===== src/rtl/shapool_job_ctrl.sv =====
// rtl/shapool_job_ctrl.sv - job/result controller between external_io and the shapool hasher pool
//
// Ports:
//   clk_in, reset_in        clock, asynchronous active-high reset
//   job_in/job_valid_in     job offer; job_ready_out high while the pending slot is empty
//   stop_on_success_in      end a job at its first success instead of sweeping the nonce space
//   abort_in                abandon the active job (no result pushed)
//   job_out                 active job word driven to the pool (held until the next load)
//   core_reset_out          active-high pool reset, low only while a job runs
//   core_step_in            one pulse per nonce evaluated by the pool
//   core_success_in         success strobe, core_nonce_in valid with it
//   result_out/valid/ack    head of the result FIFO {tag, nonce}, pop on ack
//   busy_out                a job is loading or running
//   job_done_out            one-cycle pulse after a job ends
//   exhausted_out           sticky: a job ended by sweeping the full nonce space
//   overflow_out            sticky: a result was dropped because the FIFO was full
//   clear_in                clears the two sticky flags

module shapool_job_ctrl #(
    parameter int JOB_WIDTH       = 360,
    parameter int NONCE_WIDTH     = 31,
    parameter int TAG_WIDTH       = 4,
    parameter int FIFO_DEPTH      = 4,
    parameter int FIFO_DEPTH_LOG2 = 2
) (
    input  logic                           clk_in,
    input  logic                           reset_in,
    input  logic [JOB_WIDTH-1:0]           job_in,
    input  logic                           job_valid_in,
    output logic                           job_ready_out,
    input  logic                           stop_on_success_in,
    input  logic                           abort_in,
    output logic [JOB_WIDTH-1:0]           job_out,
    output logic                           core_reset_out,
    input  logic                           core_step_in,
    input  logic                           core_success_in,
    input  logic [NONCE_WIDTH-1:0]         core_nonce_in,
    output logic [TAG_WIDTH+NONCE_WIDTH-1:0] result_out,
    output logic                           result_valid_out,
    input  logic                           result_ack_in,
    output logic                           busy_out,
    output logic                           job_done_out,
    output logic                           exhausted_out,
    output logic                           overflow_out,
    input  logic                           clear_in
);

    localparam logic [FIFO_DEPTH_LOG2:0] C_FIFO_FULL = (FIFO_DEPTH_LOG2+1)'(FIFO_DEPTH);

    typedef enum logic [1:0] {
        ST_IDLE = 2'd0,
        ST_LOAD = 2'd1,
        ST_RUN  = 2'd2
    } state_t;

    state_t r_state;
    state_t w_next_state;

    // Pending slot and tag generation
    logic                 r_pend_valid;
    logic [JOB_WIDTH-1:0] r_pend_job;
    logic [TAG_WIDTH-1:0] r_pend_tag;
    logic [TAG_WIDTH-1:0] r_tag_cnt;

    // Active job
    logic [JOB_WIDTH-1:0] r_job;
    logic [TAG_WIDTH-1:0] r_active_tag;
    logic [NONCE_WIDTH:0] r_step;

    // Result FIFO
    logic [TAG_WIDTH+NONCE_WIDTH-1:0] r_mem [FIFO_DEPTH];
    logic [FIFO_DEPTH_LOG2-1:0]       r_wr_ptr;
    logic [FIFO_DEPTH_LOG2-1:0]       r_rd_ptr;
    logic [FIFO_DEPTH_LOG2:0]         r_count;

    // Status
    logic r_done;
    logic r_exhausted;
    logic r_overflow;

    logic                 w_run;
    logic                 w_load;
    logic                 w_accept;
    logic [NONCE_WIDTH:0] w_step_next;
    logic                 w_exhaust;
    logic                 w_push;
    logic                 w_end;
    logic                 w_pop;
    logic                 w_full;
    logic                 w_push_ok;
    logic                 w_drop;

    assign w_run       = (r_state == ST_RUN);
    assign w_load      = (r_state == ST_LOAD);
    assign w_accept    = job_valid_in & ~r_pend_valid;
    assign w_step_next = r_step + 1'b1;

    // Abort beats everything: it suppresses both the push and the exhaustion flag.
    assign w_exhaust = w_run & ~abort_in & core_step_in & w_step_next[NONCE_WIDTH];
    assign w_push    = w_run & ~abort_in & core_success_in;
    assign w_end     = w_run & (abort_in | w_exhaust | (w_push & stop_on_success_in));

    // A push into a full FIFO still lands when the head is popped in the same cycle.
    assign w_pop     = result_ack_in & (r_count != '0);
    assign w_full    = (r_count == C_FIFO_FULL);
    assign w_push_ok = w_push & (~w_full | w_pop);
    assign w_drop    = w_push & w_full & ~w_pop;

    assign job_ready_out    = ~r_pend_valid;
    assign job_out          = r_job;
    assign result_out       = r_mem[r_rd_ptr];
    assign result_valid_out = (r_count != '0);
    assign job_done_out     = r_done;
    assign exhausted_out    = r_exhausted;
    assign overflow_out     = r_overflow;

    always_ff @(posedge clk_in or posedge reset_in) begin
        if (reset_in) begin
            r_state <= ST_IDLE;
        end else begin
            r_state <= w_next_state;
        end
    end

    always_comb begin
        w_next_state   = r_state;
        core_reset_out = 1'b1;
        busy_out       = 1'b0;
        case (r_state)
            ST_IDLE: begin
                if (r_pend_valid) begin
                    w_next_state = ST_LOAD;
                end
            end
            ST_LOAD: begin
                busy_out     = 1'b1;
                w_next_state = ST_RUN;
            end
            ST_RUN: begin
                busy_out       = 1'b1;
                core_reset_out = 1'b0;
                if (w_end) begin
                    w_next_state = r_pend_valid ? ST_LOAD : ST_IDLE;
                end
            end
            default: begin
                w_next_state = ST_IDLE;
            end
        endcase
    end

    always_ff @(posedge clk_in or posedge reset_in) begin
        if (reset_in) begin
            r_pend_valid <= 1'b0;
            r_pend_job   <= '0;
            r_pend_tag   <= '0;
            r_tag_cnt    <= '0;
        end else if (w_load) begin
            r_pend_valid <= 1'b0;
        end else if (w_accept) begin
            r_pend_valid <= 1'b1;
            r_pend_job   <= job_in;
            r_pend_tag   <= r_tag_cnt;
            r_tag_cnt    <= r_tag_cnt + 1'b1;
        end
    end

    always_ff @(posedge clk_in or posedge reset_in) begin
        if (reset_in) begin
            r_job        <= '0;
            r_active_tag <= '0;
            r_step       <= '0;
        end else if (w_load) begin
            r_job        <= r_pend_job;
            r_active_tag <= r_pend_tag;
            r_step       <= '0;
        end else if (w_run && core_step_in) begin
            r_step <= w_step_next;
        end
    end

    // Storage is not reset; only the pointers and count define FIFO contents.
    always_ff @(posedge clk_in) begin
        if (w_push_ok) begin
            r_mem[r_wr_ptr] <= {r_active_tag, core_nonce_in};
        end
    end

    always_ff @(posedge clk_in or posedge reset_in) begin
        if (reset_in) begin
            r_wr_ptr <= '0;
            r_rd_ptr <= '0;
            r_count  <= '0;
        end else begin
            if (w_push_ok) begin
                r_wr_ptr <= r_wr_ptr + 1'b1;
            end
            if (w_pop) begin
                r_rd_ptr <= r_rd_ptr + 1'b1;
            end
            if (w_push_ok && !w_pop) begin
                r_count <= r_count + 1'b1;
            end else if (w_pop && !w_push_ok) begin
                r_count <= r_count - 1'b1;
            end
        end
    end

    // Setting a sticky flag wins over a simultaneous clear.
    always_ff @(posedge clk_in or posedge reset_in) begin
        if (reset_in) begin
            r_done      <= 1'b0;
            r_exhausted <= 1'b0;
            r_overflow  <= 1'b0;
        end else begin
            r_done      <= w_end;
            r_exhausted <= (r_exhausted & ~clear_in) | w_exhaust;
            r_overflow  <= (r_overflow & ~clear_in) | w_drop;
        end
    end

endmodule


===== config.mk =====
export PLATFORM = sky130hd
export DESIGN_NAME = shapool_job_ctrl
export DESIGN_NICKNAME = d
export VERILOG_FILES = /design/src/rtl/shapool_job_ctrl.sv
export SDC_FILE = /design/constraint.sdc
export NUM_CORES = 2
export LEC_CHECK = 0
export CAP_MARGIN = 0
export CORE_AREA = 8 8 303 305
export CTS_CLUSTER_DIAMETER = 40
export DETAILED_ROUTE_END_ITERATION = 6
export DIE_AREA = 0 0 311 313
export HOLD_SLACK_MARGIN = 0.06
export MAX_ROUTING_LAYER = met4
export PLACE_DENSITY = 0.68
export SLEW_MARGIN = 10
export SYNTH_ARGS = -nofsm -noshare
export SYNTH_HDL_FRONTEND = slang
export SYNTH_SLANG_ARGS = --single-unit

===== constraint.sdc =====
create_clock -name clk_in -period 26.9 [get_ports clk_in]
set_input_delay 4.035 -clock clk_in [delete_from_list [all_inputs] [get_ports clk_in]]
set_output_delay 4.035 -clock clk_in [all_outputs]
set_load 0.02 [all_outputs]

==> impl_metrics.yaml <==
synth:
  synth-seq-cells: 917
  synth_compound_area_share_pct: 0.4173
  synth_warnings: 0
  ys.flop_type: "dfrtp_1"
  synth_top_family_by_area: "multiplexers"
  synth_top_cell_area_share_pct: 56.39
  synth_edf_count: 140
  yosysSeqAreaShare_pct: 68.59
  synthesis.area_um2: 34480
  synth_area_leaders: "dfrtp_1 56%, mux2_2 24%, edfxtp_1 12%"
  syn_inst: 1996
  synth-simple-area-share_pct: 2.152
  syn_avg_cell_area_um2: 17.27
  synth_fa_ha_area_share_pct: 0.4573
  synth_largest_area_cell: "dfrtp_1"
  synth_xor_xnor_area_share_pct: 0.8891
  synthMuxAreaShare_pct: 26.19
  syn_nets: 2408
  synthArstFlopShare_pct: 84.73
  ys_types: 40
floorplan:
  row_count: 109
  die_w_um: 311
  die_y_um: 313
  core_area_um2: 87280
  num_io_pins: 802
  die_area_um2: 97340
  initial_utilization_pct: 39.50
detailed_routing:
  dr.pass1.iters: 7
  drc: 0
  routed_wl_mm: 96.14
  ant_nets: 0
  vias_per_cell: 4.962
  num_vias: 20590
  drtIter0Drc: 1282
  met2WireLength_mm: 50.06
  wire_per_inst_um: 23.17
  met3_length_mm: 6.284
  wl_met1_mm: 36.52
  top_layer_used: "met4"
sta:
  relSlewSlack_pct: 26.19
  finalCritPeriodShare_pct: 28.87
  worstMarginPinSlew_ns: 1.107
  timing.hold.ws_ns: 0.4678
  fmax_mhz: 128.8
  hold_viol_final: 0
  maxSlewViolCount: 0
  timing.clock.skew_ns: 0.02056
  setup-violations-final: 0
  tns_ns: 0
  rsz0062_at_grt: "false"
  fin_crit_ns: 7.765
cells_and_area:
  fin_area_um2: 48540
  drive_above_1_share_pct: 34.89
  mostFrequentLayoutCell: "clkdlybuf4s50_1"
  finalNonFillerCells: 4149
  finish.net_count: 3266
  area.growth.synth_to_final_pct: 40.79
  mostFrequentLayoutCells: "801 x clkdlybuf4s50_1, 776 x dfrtp_1, 731 x mux2_2"
setup_path:
  r2r_start: "r_state[1]"
  cpLargestDelayFamily: "buffers and inverters"
  crit_type: "input port to register"
  cp_max_fo: 76
  cpMaxStageDelayCell: "buf_4"
  ff2ff_path_depth: 8
  critPathLaunchType: "input port"
  crit_top_cell: "buf_4"
  cp-end-kind: "register"
  reg2reg_to: "r_pend_job[117]"
  rrSetupSlack_ns: 22.04
  critPathBufInv: 5
  crit_chain: "clkdlybuf4s50_1 > nor3b_2 > buf_4 > buf_4 > buf_4 > buf_4 > mux2_2"
  critical_path.max_stage_delay_ns: 0.89
  required_ns: 27.48
  critical_path_arrival_ns: 8.34
clock_tree:
  clock_latency_ns: 0.71
  h-tree-depth: 4
  clockBufferDepth: 3
  cts_setup_buffers: 0
  cts_resized: 0
  numCtsBuffers: 131
  holdBufCountCts: 0
  clk_pin_slew_worst_paths_ns: 0.05
  root_buffer: "clkbuf_16"
  cts_tree: "done"
  cts.sinks: 917
hold_path:
  worstHoldPathType: "register to register"
  hold_depth: 1
  min_to: "r_tag_cnt[3]"
  hp-start: "r_tag_cnt[3]"
place:
  dp_cells: 3886
  hpwlAfterDp_mm: 68.82
  portBuffers: 801
  place_congestion: 0.9370
  placed_area_um2: 43750
power:
  power.total_mw: 6.500
  ir_drop_v: 0.00008876
  p_per_area_nw_per_um2: 133.9
  leakagePower_nw: 19.61
grt:
  grt_overflow: 0
  antenna_found_initial: 23
  grt_pass1_wl_mm: 145.0
  grt_util_all_layers_pct: 19.89
  grt_pass1_vias: 22900
  grt_max_degree: 190
job:
  cap_violations: 0
status:
  status: "complete, no violations"
[worst max path at each step]
stage               cells past startpoint          from              end
floorplan                               1      reset_in    exhausted_out
global placement                        7  job_valid_in  r_pend_job[117]
detailed placement                      7  job_valid_in  r_pend_job[193]
CTS                                     7  job_valid_in  r_pend_job[117]
global route                            7  job_valid_in  r_pend_job[117]
finish                                  7  job_valid_in  r_pend_job[117]
[metal layers]
metal  up-vias  track usage, %
li1       9008               -
met1     10780           22.07
met2       619           33.18
met3       181           6.256
met4         0           8.427
met5         -               -
[report_power, final]
part | total, mW | internal (mW) | switching (mW)
registers | 2.34 | 2.01 | 0.335
clock network | 1.81 | 1.17 | 0.647
logic | 2.34 | 1.26 | 1.09
[kinds of logic after synthesis]
| group | after synthesis |
|---|---|
| AO/OA/AOI/OAI | 25 |
| XOR/XNOR | 35 |
| adder cells (fa/ha/maj) | 12 |
| buffers and inverters | 108 |
| flip-flops | 917 |
| multiplexers | 767 |
| AND/OR/NAND/NOR | 132 |
[per-stage QoR]
stage	worst slack [ns]	utilization, %
3_5_place_dp	18.37	50.13
5_1_grt	18.95	55.61
4_1_cts	19.15	55.55
6_report	19.13	55.61
2_1_floorplan	1.052	-
3_3_place_gp	18.42	50.13
[synthesized netlist by cell type, types with 3 or more instances]
cell,instances
o21ai_0,8
and2_1,6
nand3_1,15
dfrtp_1,777
and3_1,4
nor3_1,7
nor2b_1,4
buf_2,36
nor4b_1,3
nor2_1,32
xnor2_1,14
mux2_2,731
ha_1,11
edfxtp_1,140
inv_1,12
xor2_1,21
mux4_2,35
clkbuf_1,56
buf_1,4
or3_1,6
a21oi_1,10
or4_1,4
nand4_1,14
nand2_1,24
[registers in the layout, indices dropped and copies added, names as in the netlist]
register	flops
r_pend_job	360
r_rd_ptr	2
job_out	360
r_tag_cnt	4
job_done_out	1
r_step	32
r_pend_valid	1
r_mem	140
r_state	2
overflow_out	1
r_wr_ptr	2
r_pend_tag	4
exhausted_out	1
r_active_tag	4
r_count	3
[area by class of cell]
type	instances	area, um2
repair buffers	821	8193
fillers	6811	38740
diodes	23	57.56
clock inverters	87	1141
multi-input cells	971	10400
clock buffers	153	3588
flip-flops and latches	917	23650
well taps	1165	1458
inverters	12	52.55
No activity file was read; power rests on OpenSTA's default activity.
